File: config.mk
export PLATFORM = sky130hd
export DESIGN_NAME = qspi_bus_arbiter
export DESIGN_NICKNAME = d
export VERILOG_FILES = /design/src/rtl/qspi_bus_arbiter.sv
export SDC_FILE = /design/constraint.sdc
export NUM_CORES = 1
export LEC_CHECK = 0
export ABC_AREA = 1
export BUFFER_PORTS_ARGS = -buffer_cell sky130_fd_sc_hd__buf_2
export CAP_MARGIN = 5
export CORE_MARGIN = 1.5
export CORE_UTILIZATION = 41
export DETAILED_ROUTE_END_ITERATION = 10
export PLACE_DENSITY = 0.64
export REMOVE_ABC_BUFFERS = 1
export SLEW_MARGIN = 15
export SYNTH_ARGS = -nofsm -noshare
export SYNTH_HDL_FRONTEND = slang
export SYNTH_SLANG_ARGS = --single-unit
File: constraint.sdc
create_clock -name clk -period 2.3 [get_ports clk]
set_input_delay 0.23 -clock clk [delete_from_list [all_inputs] [get_ports clk]]
set_output_delay 0.23 -clock clk [all_outputs]
set_load 0.02 [all_outputs]
File: src/rtl/qspi_bus_arbiter.sv
`default_nettype none
// ============================================================================
// Module   : qspi_bus_arbiter
// Brief    : Shares one QPI bus (flash, RAM A, RAM B) between the instruction
//            fetch port and the data load/store port, sequencing each transfer.
// Revision : 1.0 - initial release
// ============================================================================
module qspi_bus_arbiter #(
    parameter int DUMMY_CYCLES = 6,
    parameter int CS_HIGH_CLKS = 2
) (
    input  logic        clk,
    input  logic        rst_n,

    input  logic        instr_req,
    input  logic [24:0] instr_addr,
    output logic [31:0] instr_rdata,
    output logic        instr_done,

    input  logic        data_req,
    input  logic        data_we,
    input  logic [1:0]  data_len,
    input  logic [24:0] data_addr,
    input  logic [31:0] data_wdata,
    output logic [31:0] data_rdata,
    output logic        data_done,

    output logic        busy,

    input  logic [3:0]  qspi_data_in,
    output logic [3:0]  qspi_data_out,
    output logic [3:0]  qspi_data_oe,
    output logic        qspi_clk_out,
    output logic        qspi_flash_select,
    output logic        qspi_ram_a_select,
    output logic        qspi_ram_b_select
);

    localparam logic [2:0] c_ST_IDLE     = 3'd0;
    localparam logic [2:0] c_ST_CMD      = 3'd1;
    localparam logic [2:0] c_ST_ADDR     = 3'd2;
    localparam logic [2:0] c_ST_DUMMY    = 3'd3;
    localparam logic [2:0] c_ST_XFER     = 3'd4;
    localparam logic [2:0] c_ST_FINISH   = 3'd5;
    localparam logic [2:0] c_ST_DESEL    = 3'd6;
    localparam logic [2:0] c_ST_FLASH_WR = 3'd7;

    // One counter serves every segment, so it must hold the longest of them.
    localparam int c_CNT_MAX = (DUMMY_CYCLES > CS_HIGH_CLKS)
                             ? ((DUMMY_CYCLES > 8) ? DUMMY_CYCLES : 8)
                             : ((CS_HIGH_CLKS > 8) ? CS_HIGH_CLKS : 8);
    localparam int c_CNT_W   = $clog2(c_CNT_MAX + 1);

    localparam logic [c_CNT_W-1:0] c_CMD_LAST   = c_CNT_W'(1);
    localparam logic [c_CNT_W-1:0] c_ADDR_LAST  = c_CNT_W'(5);
    localparam logic [c_CNT_W-1:0] c_DUMMY_LAST = c_CNT_W'((DUMMY_CYCLES > 0) ? DUMMY_CYCLES - 1 : 0);
    localparam logic [c_CNT_W-1:0] c_DESEL_LAST = c_CNT_W'(CS_HIGH_CLKS - 1);
    localparam logic [c_CNT_W-1:0] c_MODE_NIBS  = c_CNT_W'(2);
    localparam logic [c_CNT_W-1:0] c_XFER_LAST1 = c_CNT_W'(1);
    localparam logic [c_CNT_W-1:0] c_XFER_LAST2 = c_CNT_W'(3);
    localparam logic [c_CNT_W-1:0] c_XFER_LAST4 = c_CNT_W'(7);

    localparam logic [7:0] c_CMD_READ  = 8'hEB;
    localparam logic [7:0] c_CMD_WRITE = 8'h38;

    logic [2:0]         r_state;
    logic [2:0]         w_state_next;
    logic               r_phase;
    logic [c_CNT_W-1:0] r_cnt;
    logic               r_port;        // 1 = data port owns the bus
    logic               r_we;
    logic [24:0]        r_addr;
    logic [31:0]        r_wdata;
    logic [c_CNT_W-1:0] r_xfer_last;
    logic               r_last_grant;  // 0 = instr, 1 = data
    logic [31:0]        r_rx;
    logic [31:0]        w_rx_next;
    logic [31:0]        r_instr_rdata;
    logic [31:0]        r_data_rdata;

    logic               w_grant_any;
    logic               w_grant_data;
    logic               w_grant_flash_wr;
    logic               w_active;
    logic               w_spi_edge;
    logic               w_seg_last;
    logic               w_is_flash;
    logic               w_ram_b;
    logic [23:0]        w_dev_addr;
    logic [7:0]         w_cmd;
    logic [3:0]         w_addr_nib;
    logic [7:0]         w_wr_byte;
    logic [3:0]         w_wr_nib;
    logic               w_oe;

    // Round-robin on a tie: the port not served last wins.
    assign w_grant_any      = (r_state == c_ST_IDLE) && (instr_req || data_req);
    assign w_grant_data     = data_req && (!instr_req || !r_last_grant);
    assign w_grant_flash_wr = w_grant_data && data_we && !data_addr[24];

    assign w_active   = (r_state == c_ST_CMD) || (r_state == c_ST_ADDR) ||
                        (r_state == c_ST_DUMMY) || (r_state == c_ST_XFER);
    assign w_spi_edge = w_active && r_phase;

    always_comb begin
        w_seg_last = 1'b0;
        case (r_state)
            c_ST_CMD:   w_seg_last = (r_cnt == c_CMD_LAST);
            c_ST_ADDR:  w_seg_last = (r_cnt == c_ADDR_LAST);
            c_ST_DUMMY: w_seg_last = (r_cnt == c_DUMMY_LAST);
            c_ST_XFER:  w_seg_last = (r_cnt == r_xfer_last);
            c_ST_DESEL: w_seg_last = (r_cnt == c_DESEL_LAST);
            default:    w_seg_last = 1'b0;
        endcase
    end

    assign w_is_flash = !r_addr[24];
    assign w_ram_b    = r_addr[23];
    assign w_dev_addr = w_is_flash ? r_addr[23:0] : {1'b0, r_addr[22:0]};
    assign w_cmd      = r_we ? c_CMD_WRITE : c_CMD_READ;
    assign w_wr_byte  = r_wdata[{r_cnt[2:1], 3'b000} +: 8];
    assign w_wr_nib   = r_cnt[0] ? w_wr_byte[3:0] : w_wr_byte[7:4];

    always_comb begin
        w_addr_nib = 4'h0;
        case (r_cnt[2:0])
            3'd0:    w_addr_nib = w_dev_addr[23:20];
            3'd1:    w_addr_nib = w_dev_addr[19:16];
            3'd2:    w_addr_nib = w_dev_addr[15:12];
            3'd3:    w_addr_nib = w_dev_addr[11:8];
            3'd4:    w_addr_nib = w_dev_addr[7:4];
            3'd5:    w_addr_nib = w_dev_addr[3:0];
            default: w_addr_nib = 4'h0;
        endcase
    end

    // Byte k of the read lands at bits [8k+7:8k]; its high nibble arrives first.
    always_comb begin
        w_rx_next = r_rx;
        w_rx_next[{r_cnt[2:1], ~r_cnt[0], 2'b00} +: 4] = qspi_data_in;
    end

    always_ff @(posedge clk) begin
        if (!rst_n) begin
            r_state <= c_ST_IDLE;
        end else begin
            r_state <= w_state_next;
        end
    end

    always_comb begin
        w_state_next = r_state;
        case (r_state)
            c_ST_IDLE: begin
                if (w_grant_any) begin
                    w_state_next = w_grant_flash_wr ? c_ST_FLASH_WR : c_ST_CMD;
                end
            end
            c_ST_CMD: begin
                if (w_spi_edge && w_seg_last) w_state_next = c_ST_ADDR;
            end
            c_ST_ADDR: begin
                if (w_spi_edge && w_seg_last) begin
                    w_state_next = (r_we || (DUMMY_CYCLES == 0)) ? c_ST_XFER : c_ST_DUMMY;
                end
            end
            c_ST_DUMMY: begin
                if (w_spi_edge && w_seg_last) w_state_next = c_ST_XFER;
            end
            c_ST_XFER: begin
                if (w_spi_edge && w_seg_last) w_state_next = c_ST_FINISH;
            end
            c_ST_FINISH:   w_state_next = c_ST_DESEL;
            c_ST_DESEL: begin
                if (w_seg_last) w_state_next = c_ST_IDLE;
            end
            c_ST_FLASH_WR: w_state_next = c_ST_IDLE;
            default:       w_state_next = c_ST_IDLE;
        endcase
    end

    always_ff @(posedge clk) begin
        if (!rst_n) begin
            r_phase       <= 1'b0;
            r_cnt         <= '0;
            r_port        <= 1'b0;
            r_we          <= 1'b0;
            r_addr        <= '0;
            r_wdata       <= '0;
            r_xfer_last   <= c_XFER_LAST4;
            r_last_grant  <= 1'b0;
            r_rx          <= '0;
            r_instr_rdata <= '0;
            r_data_rdata  <= '0;
        end else begin
            if (w_grant_any) begin
                r_port       <= w_grant_data;
                r_last_grant <= w_grant_data;
                r_addr       <= w_grant_data ? data_addr : instr_addr;
                r_we         <= w_grant_data && data_we;
                r_wdata      <= data_wdata;
                r_rx         <= '0;
                if (!w_grant_data) begin
                    r_xfer_last <= c_XFER_LAST4;
                end else begin
                    case (data_len)
                        2'd0:    r_xfer_last <= c_XFER_LAST1;
                        2'd1:    r_xfer_last <= c_XFER_LAST2;
                        default: r_xfer_last <= c_XFER_LAST4;
                    endcase
                end
            end

            if (w_state_next != r_state) begin
                r_phase <= 1'b0;
                r_cnt   <= '0;
            end else if (w_active) begin
                r_phase <= ~r_phase;
                if (r_phase) r_cnt <= r_cnt + 1'b1;
            end else if (r_state == c_ST_DESEL) begin
                r_cnt <= r_cnt + 1'b1;
            end

            if (w_spi_edge && (r_state == c_ST_XFER) && !r_we) begin
                r_rx <= w_rx_next;
                if (w_seg_last) begin
                    if (r_port) r_data_rdata  <= w_rx_next;
                    else        r_instr_rdata <= w_rx_next;
                end
            end
        end
    end

    always_comb begin
        qspi_flash_select = 1'b1;
        qspi_ram_a_select = 1'b1;
        qspi_ram_b_select = 1'b1;
        qspi_clk_out      = 1'b0;
        qspi_data_out     = 4'h0;
        w_oe              = 1'b0;
        instr_done        = 1'b0;
        data_done         = 1'b0;
        if (w_active) begin
            qspi_flash_select = !w_is_flash;
            qspi_ram_a_select = !(!w_is_flash && !w_ram_b);
            qspi_ram_b_select = !(!w_is_flash &&  w_ram_b);
            qspi_clk_out      = r_phase;
        end
        case (r_state)
            c_ST_CMD: begin
                w_oe          = 1'b1;
                qspi_data_out = r_cnt[0] ? w_cmd[3:0] : w_cmd[7:4];
            end
            c_ST_ADDR: begin
                w_oe          = 1'b1;
                qspi_data_out = w_addr_nib;
            end
            c_ST_DUMMY: begin
                // Flash mode byte 0xFF keeps it out of continuous-read mode.
                if (w_is_flash && (r_cnt < c_MODE_NIBS)) begin
                    w_oe          = 1'b1;
                    qspi_data_out = 4'hF;
                end
            end
            c_ST_XFER: begin
                if (r_we) begin
                    w_oe          = 1'b1;
                    qspi_data_out = w_wr_nib;
                end
            end
            c_ST_FINISH: begin
                instr_done = !r_port;
                data_done  = r_port;
            end
            c_ST_FLASH_WR: data_done = 1'b1;
            default: ;
        endcase
    end

    assign qspi_data_oe = {4{w_oe}};
    assign busy         = (r_state != c_ST_IDLE);
    assign instr_rdata  = r_instr_rdata;
    assign data_rdata   = r_data_rdata;

endmodule
`default_nettype wire

# Yosys cells after proc, flatten, opt, wreduce, memory -nomap -nowiden
# Index checks and enable logic that the tools add are counted.
totals:
  regBits: 167
  output_inout_bits: 79
op_classes:
  addsub: 2
  n_lt_le_gt_ge: 1
  eq_ne: 18
  shift: 3
  n_mux: 36
  bitwise: 4
  reduce_logical: 37
ops:
  columns: ["cell", "n"]
  rows:
  - ["two-way mux 32 bit", 2]
  - ["bitwise mux 32 bit", 1]
  - ["variable shift 4 x 7 -> 32 bit, first input constant", 1]
  - ["variable part select 32 x 6 -> 8 bit", 1]
  - ["variable part select 4 x 7 -> 32 bit", 1]
  - ["two-way mux 4 bit", 7]
  - ["two-way mux 3 bit", 9]
  - ["two-way mux 25 bit", 1]
  - ["two-way mux 24 bit", 1]
  - ["case mux 3 bit (8 select lines)", 1]
  - ["case mux 4 bit (6 select lines)", 1]
  - ["equality test 3 bit, second input constant", 6]
  - ["case mux 4 bit (4 select lines)", 1]
  - ["equality test 3 x 2 -> 1 bit, second input constant", 4]
  - ["logical AND 1 bit", 11]
  - ["logical NOT 1 bit", 8]
  - ["two-way mux 8 bit", 1]
  - ["OR reduction 2 bit", 4]
  - ["two-way mux 1 bit", 7]
  - ["negator 5 -> 7 bit", 1]
  - ["equality test 3 x 1 -> 1 bit, second input constant", 2]
  - ["logical NOT 3 bit", 2]
  - ["case mux 1 bit (3 select lines)", 2]
  - ["case mux 3 bit (2 select lines)", 1]
  - ["other kinds (16)", 25]

# Longest topological paths before layout
depth:
  depth_word: 10
  depth_mapped: 16
  depth_no_buf: 15

# Worst setup path before layout
# Ideal clock, no wire load.
synth_path:
  path_type: "reg-to-reg"
  start: "register r_cnt[1]"
  end: "register r_instr_rdata[6] (netlist: instr_rdata[6])"
  setup_ps: 70
  t_arrival_ps: 2242
  required_ps: 2230
  path_slack_ps: -12
  stages_incl_launch_ff: 13
  synth_period_minus_slack_ps: 2312
  cell_sequence: "dfxtp_1 > clkinv_1 > clkbuf_1 > ha_1 > ha_1 > clkbuf_1 > nor2_1 > inv_1 > nor2_1 > nand2_1 > o21ai_0 > o21ai_0 > a21oi_1"
synth_via:
  elab_chain_cells: 3
  elab_cells_between_ends: 9
  cone_classes: "1 x add/sub; 3 x eq/ne; 2 x shift; 2 x mux; 1 x reduce/logical"
synth_lines:
  columns: ["element", "line_no", "rtl"]
  rows:
  - ["start: declaration", "69", "logic [c_CNT_W-1:0] r_cnt;"]
  - ["start signal: assignment", "219", "if (r_phase) r_cnt <= r_cnt + 1'b1;"]
  - ["start signal: assignment", "221", "r_cnt <= r_cnt + 1'b1;"]
  - ["negator 5 -> 7 bit, or another cell as far along", "140", "w_rx_next[{r_cnt[2:1], ~r_cnt[0], 2'b00} +: 4] = qspi_data_in;"]
  - ["variable part select 4 x 7 -> 32 bit, or another cell as far along", "140", null]
  - ["bitwise mux 32 bit or AND reduction 3 bit (tied branches)", null, null]
  - ["end signal: assignment", "228", "else r_instr_rdata <= w_rx_next;"]
  - ["end: declaration", "78", "logic [31:0] r_instr_rdata;"]
# Several ways; a longest one is shown, not always the timed one.
# A chain may end at the register's enable or synchronous reset.

# Final worst setup path
layout_path:
  start: "register r_cnt[1]"
  end: "output qspi_data_out[3]"
layout_via:
  elab_chain_cells: 4
  elab_cells_between_ends: 14
  cone_classes: "1 x order compare; 5 x eq/ne; 1 x shift; 5 x mux; 2 x reduce/logical"
layout_lines:
  columns: ["element", "line_no", "rtl"]
  rows:
  - ["variable part select 32 x 6 -> 8 bit or less-than comparator 4 x 2 -> 1 bit (tied branches)", "121, 260", null]
  - ["two-way mux 4 bit or logical AND 1 bit (tied branches)", "122, 260", null]
  - ["two-way mux 4 bit, on equally long branches", "266, 260", null]
  - ["case mux 4 bit (4 select lines) *", "249", "case (r_state)"]
  - ["end: declaration", "31", "output logic [3:0] qspi_data_out,"]
# Mark *: on every way between the ends. The rest lies on a longest branch, timed or not.

==> metrics.log <==
[metrics] startpoint of the most critical setup path: r_cnt[1]
[metrics] initial antenna violation count: 0
[metrics] final slew viol count: 0
[metrics] top cell type by total area after synthesis: sky130_fd_sc_hd__dfxtp_1
[metrics] cell with the most instances after synthesis: sky130_fd_sc_hd__nand2_1
[metrics] capturing point of the worst reg2reg path: instr_rdata[6]
[metrics] commonest cells in the netlist: sky130_fd_sc_hd__nand2_1, sky130_fd_sc_hd__dfxtp_1, sky130_fd_sc_hd__nor2_1
[metrics] clk buf depth: 2
[metrics] kind of end point of the critical path: output port
[metrics] share of flip-flops with an asynchronous set or reset: 0%
[metrics] Hold Slack: about 30 ps
[metrics] register area share after synthesis: 45.7%
[metrics] floorplan die width: ~140 um
[metrics] adder-cell share of the synthesized area: under 10%
[metrics] Tot Pwr: slightly below 7 mW
[metrics] netlist area before placement: 7230 um2
[metrics] height of the die: 136 um
[metrics] Hold Crit Endpoint: r_wdata[25]
[metrics] most common flop cell mapped by yosys: sky130_fd_sc_hd__dfxtp_1
[metrics] worst endpoint required time: approximately 2100 ps
[metrics] Cells after Synth: 1014
[metrics] number of flip-flops and latches in the synthesized netlist: roughly 170
[metrics] final period utilization: 97.0%
[metrics] sequence of cells on the critical path: inv_2 > buf_4 > ha_4 > nand2_2 > nor3_1 > a31oi_1 > o21ai_1 > o21ai_2 > o2111ai_2 > buf_6
[metrics] Remaining Overflow, GRT: 0
[metrics] first-pass detailed-route iteration total: 5
[metrics] number of distinct standard cells referenced by the synthesized netlist: 38
[metrics] Setup Viol. Count Final: 0
[metrics] total power divided by cell area: between 700 and 800 nW/um2
[metrics] wire length per cell after detailed routing: about 15 um
[metrics] clock latency on the worst-skew pair: roughly 430 ps
[metrics] post-synthesis share of cell area spent on xor and xnor gates: 0.242%
[metrics] number of rows created at floorplan: 48
[metrics] Starting Density: between 40% and 50%
[metrics] Max stage delay cell, worst path: sky130_fd_sc_hd__dfxtp_2
[metrics] sum of buffers and inverters on the critical path: 3
[metrics] largest net degree at the start of global routing: 58
[metrics] core region area: approximately 17000 um2
[metrics] tightest slew margin relative to the limit: 41.0%
[metrics] depth of the most critical reg-to-reg path: 9
[metrics] run status: completed
[metrics] number of DRC markers in iteration 0: about 400
[metrics] clock root buffer: sky130_fd_sc_hd__clkbuf_16
[metrics] Worst-Margin Slew: about 880 ps
[metrics] Port Buffers: about 170
[metrics] CP startpoint kind: register
[metrics] fraction of the mapped netlist area in compound gates: between 20% and 30%
[metrics] DRC violations left: 0
[metrics] Final GP Congestion: between 0.8 and 0.9
[metrics] top cells by area, synth: sky130_fd_sc_hd__dfxtp_1, sky130_fd_sc_hd__nand2_1, sky130_fd_sc_hd__a21oi_1
[metrics] Setup Skew: 9.97 ps
[metrics] # clock sinks: 165
[metrics] global-route total usage across every layer: 23.0%
[metrics] number of global-route vias before repair: 6745
[metrics] peak fanout along the critical path: 3
[metrics] EDFF count, synth: 0
[metrics] Max Cap Viol: 0
[metrics] per-instance average area after synthesis: 7.13 um2
[metrics] placed wire-length estimate after detailed placement: 14600 um
[metrics] overall die area: 18400 um2
[metrics] proportion of netlist area held by the largest area contributor: between 40% and 50%
[metrics] Via density: around 5.1
[metrics] share of synthesized area spent on multiplexers: 0%
[metrics] Leak: 4.12 nW
[metrics] clock-pin slew on the worst setup and hold paths: about 60 ps
[metrics] fill count: between 1500 and 2000
[metrics] data arrival time of the critical path: 2000 ps
[metrics] antenna cell count: 0
[metrics] synthesis warning total: 0
[metrics] beginning of the worst register-to-register path: r_cnt[2]
[metrics] area added between synthesis and finish: 25.5%
[metrics] slowest cell delay on critical path: ~350 ps
[metrics] final-stage net count: 1275
[metrics] largest family of logic cells by synthesized area: compound AO/OA/AOI/OAI gates
[metrics] critical path class: register to output port
[metrics] H-tree lvl count: 4
[metrics] final WL: about 21000 um
[metrics] FF-to-FF setup slack: roughly 230 ps
[metrics] Final Critical Period: around 2200 ps
[metrics] instance count along the most critical hold path: 3
[metrics] simple-gate share of the synthesized area: between 20% and 30%
[metrics] wire length of the first global-routing pass: 33500 um
[metrics] CTS buffer count: 17
[metrics] top-level I/O count: 172
[metrics] count of vias placed by the detailed router: between 7000 and 8000
[metrics] number of nets with antenna violations after detailed routing: 0
[metrics] worst min-delay path class: input port to register
[metrics] clock tree from TritonCTS: built
[metrics] Max IR drop VDD: 0.000519 V
[metrics] HP Start: data_wdata[25]
[metrics] top achievable clock speed: between 0.4 and 0.5 GHz
[metrics] endpoints failing hold: 0
[metrics] fraction of layout cells with a size suffix above 1: between 20 and 25%
[metrics] top cell family by delay on the critical path: compound AO/OA/AOI/OAI gates
-- layer usage --
layer / part of all wire, % / GRT usage [%]
met3: 5.7 / 4.34
met4: 1.9 / 8.90
met1: 47 / 30.1
met5: 0 / 0
met2: 46 / 37.5
-- worst max path at each step --
stage	cells past startpoint	slack, ps	to
global placement	10	170	instr_rdata[4]
finish	10	70	qspi_data_out[3]
detailed placement	10	120	instr_rdata[6]
floorplan	9	-940	data_rdata[19]
CTS	9	8	qspi_data_out[3]
global route	9	-10	r_rx[7]
-- what timing repair did --
action / 4_1_cts / 5_1_grt
resized for setup: 13 / 26
endpoints found under the hold margin: 0 / 0
cloned: 0 / 0
hold buffers: 0 / 0
endpoints found under the setup margin: 8 / 19
pin swaps: 1 / 4
buffers inserted: 0 / 2
-- kinds of logic (layout without fill, tap and decap cells) --
kind of cell	count (synthesis)	count (layout)
AO/OA/AOI/OAI	321	321
XOR/XNOR	2	2
adder cells (fa/ha/maj)	10	10
buffers and inverters	139	309
flip-flops	165	165
AND/OR/NAND/NOR	377	377
-- where the power goes --
group          switching, mW  total [mW]  leakage (nW)  internal [mW]
Clock                   1.18        2.81         0.269           1.63
Sequential            0.0826        3.11          1.35           3.03
Combinational          0.669        1.01          2.50          0.346
Total                   1.93        6.93          4.12           5.00
-- cell type report --
cell class	instances	area [um2]	share of cell area, %
Timing Repair Buffer	202	1150	12.6
Clock inverter	11	126	1.39
Sequential cell	165	3310	36.5
Clock buffer	20	447	4.93
Tap cell	225	282	3.10
Inverter	76	289	3.19
Multi-Input combinational cell	710	3470	38.2
-- per-stage QoR --
stage / TNS [ps] / util [%] / cells / worst slack (ps) / cell area (um2)
3_3_place_gp: 0 / 48.5 / 1376 / 166 / 8360
3_5_place_dp: 0 / 48.5 / 1376 / 115 / 8360
2_1_floorplan: -96060 / - / 951 / -938 / 6950
6_report: 0 / 52.6 / 1409 / 69.9 / 9070
5_1_grt: -18.9 / 52.6 / 1409 / -14.4 / 9070
4_1_cts: 0 / 51.9 / 1407 / 7.87 / 8950
-- cell usage in the layout (no fill, tap or decap), drive strengths merged --
cell type  instances
buf              202
nand2            176
dfxtp            165
o21ai            164
nor2             145
a21oi            132
inv               78
nand3             35
clkbuf            20
nor3              12
ha                10
a221oi             8
o21a               6
clkinvlp           5
nand4              5
o2111ai            3
o221ai             2
clkinv             2
bufinv             2
nor4               2
a32o               1
a211oi             1
a31oi              1
or4                1
or2                1
xor2               1
a22o               1
o32ai              1
xnor2              1
o22ai              1
-- worst min-delay path, cell delays in order --
cell and delay (ps):
sky130_fd_sc_hd__buf_2 80, sky130_fd_sc_hd__nor2_1 30, sky130_fd_sc_hd__nor2_1 80
-- registers in the layout, indices dropped and copies added, names as in the netlist --
| signal | flops |
|---|---|
| instr_rdata | 32 |
| r_wdata | 32 |
| r_cnt | 4 |
| r_last_grant | 1 |
| r_phase | 1 |
| r_addr | 25 |
| r_we | 1 |
| data_rdata | 32 |
| r_xfer_last | 2 |
| r_rx | 32 |
| r_state | 3 |
Power figures use the tool's default switching activity.
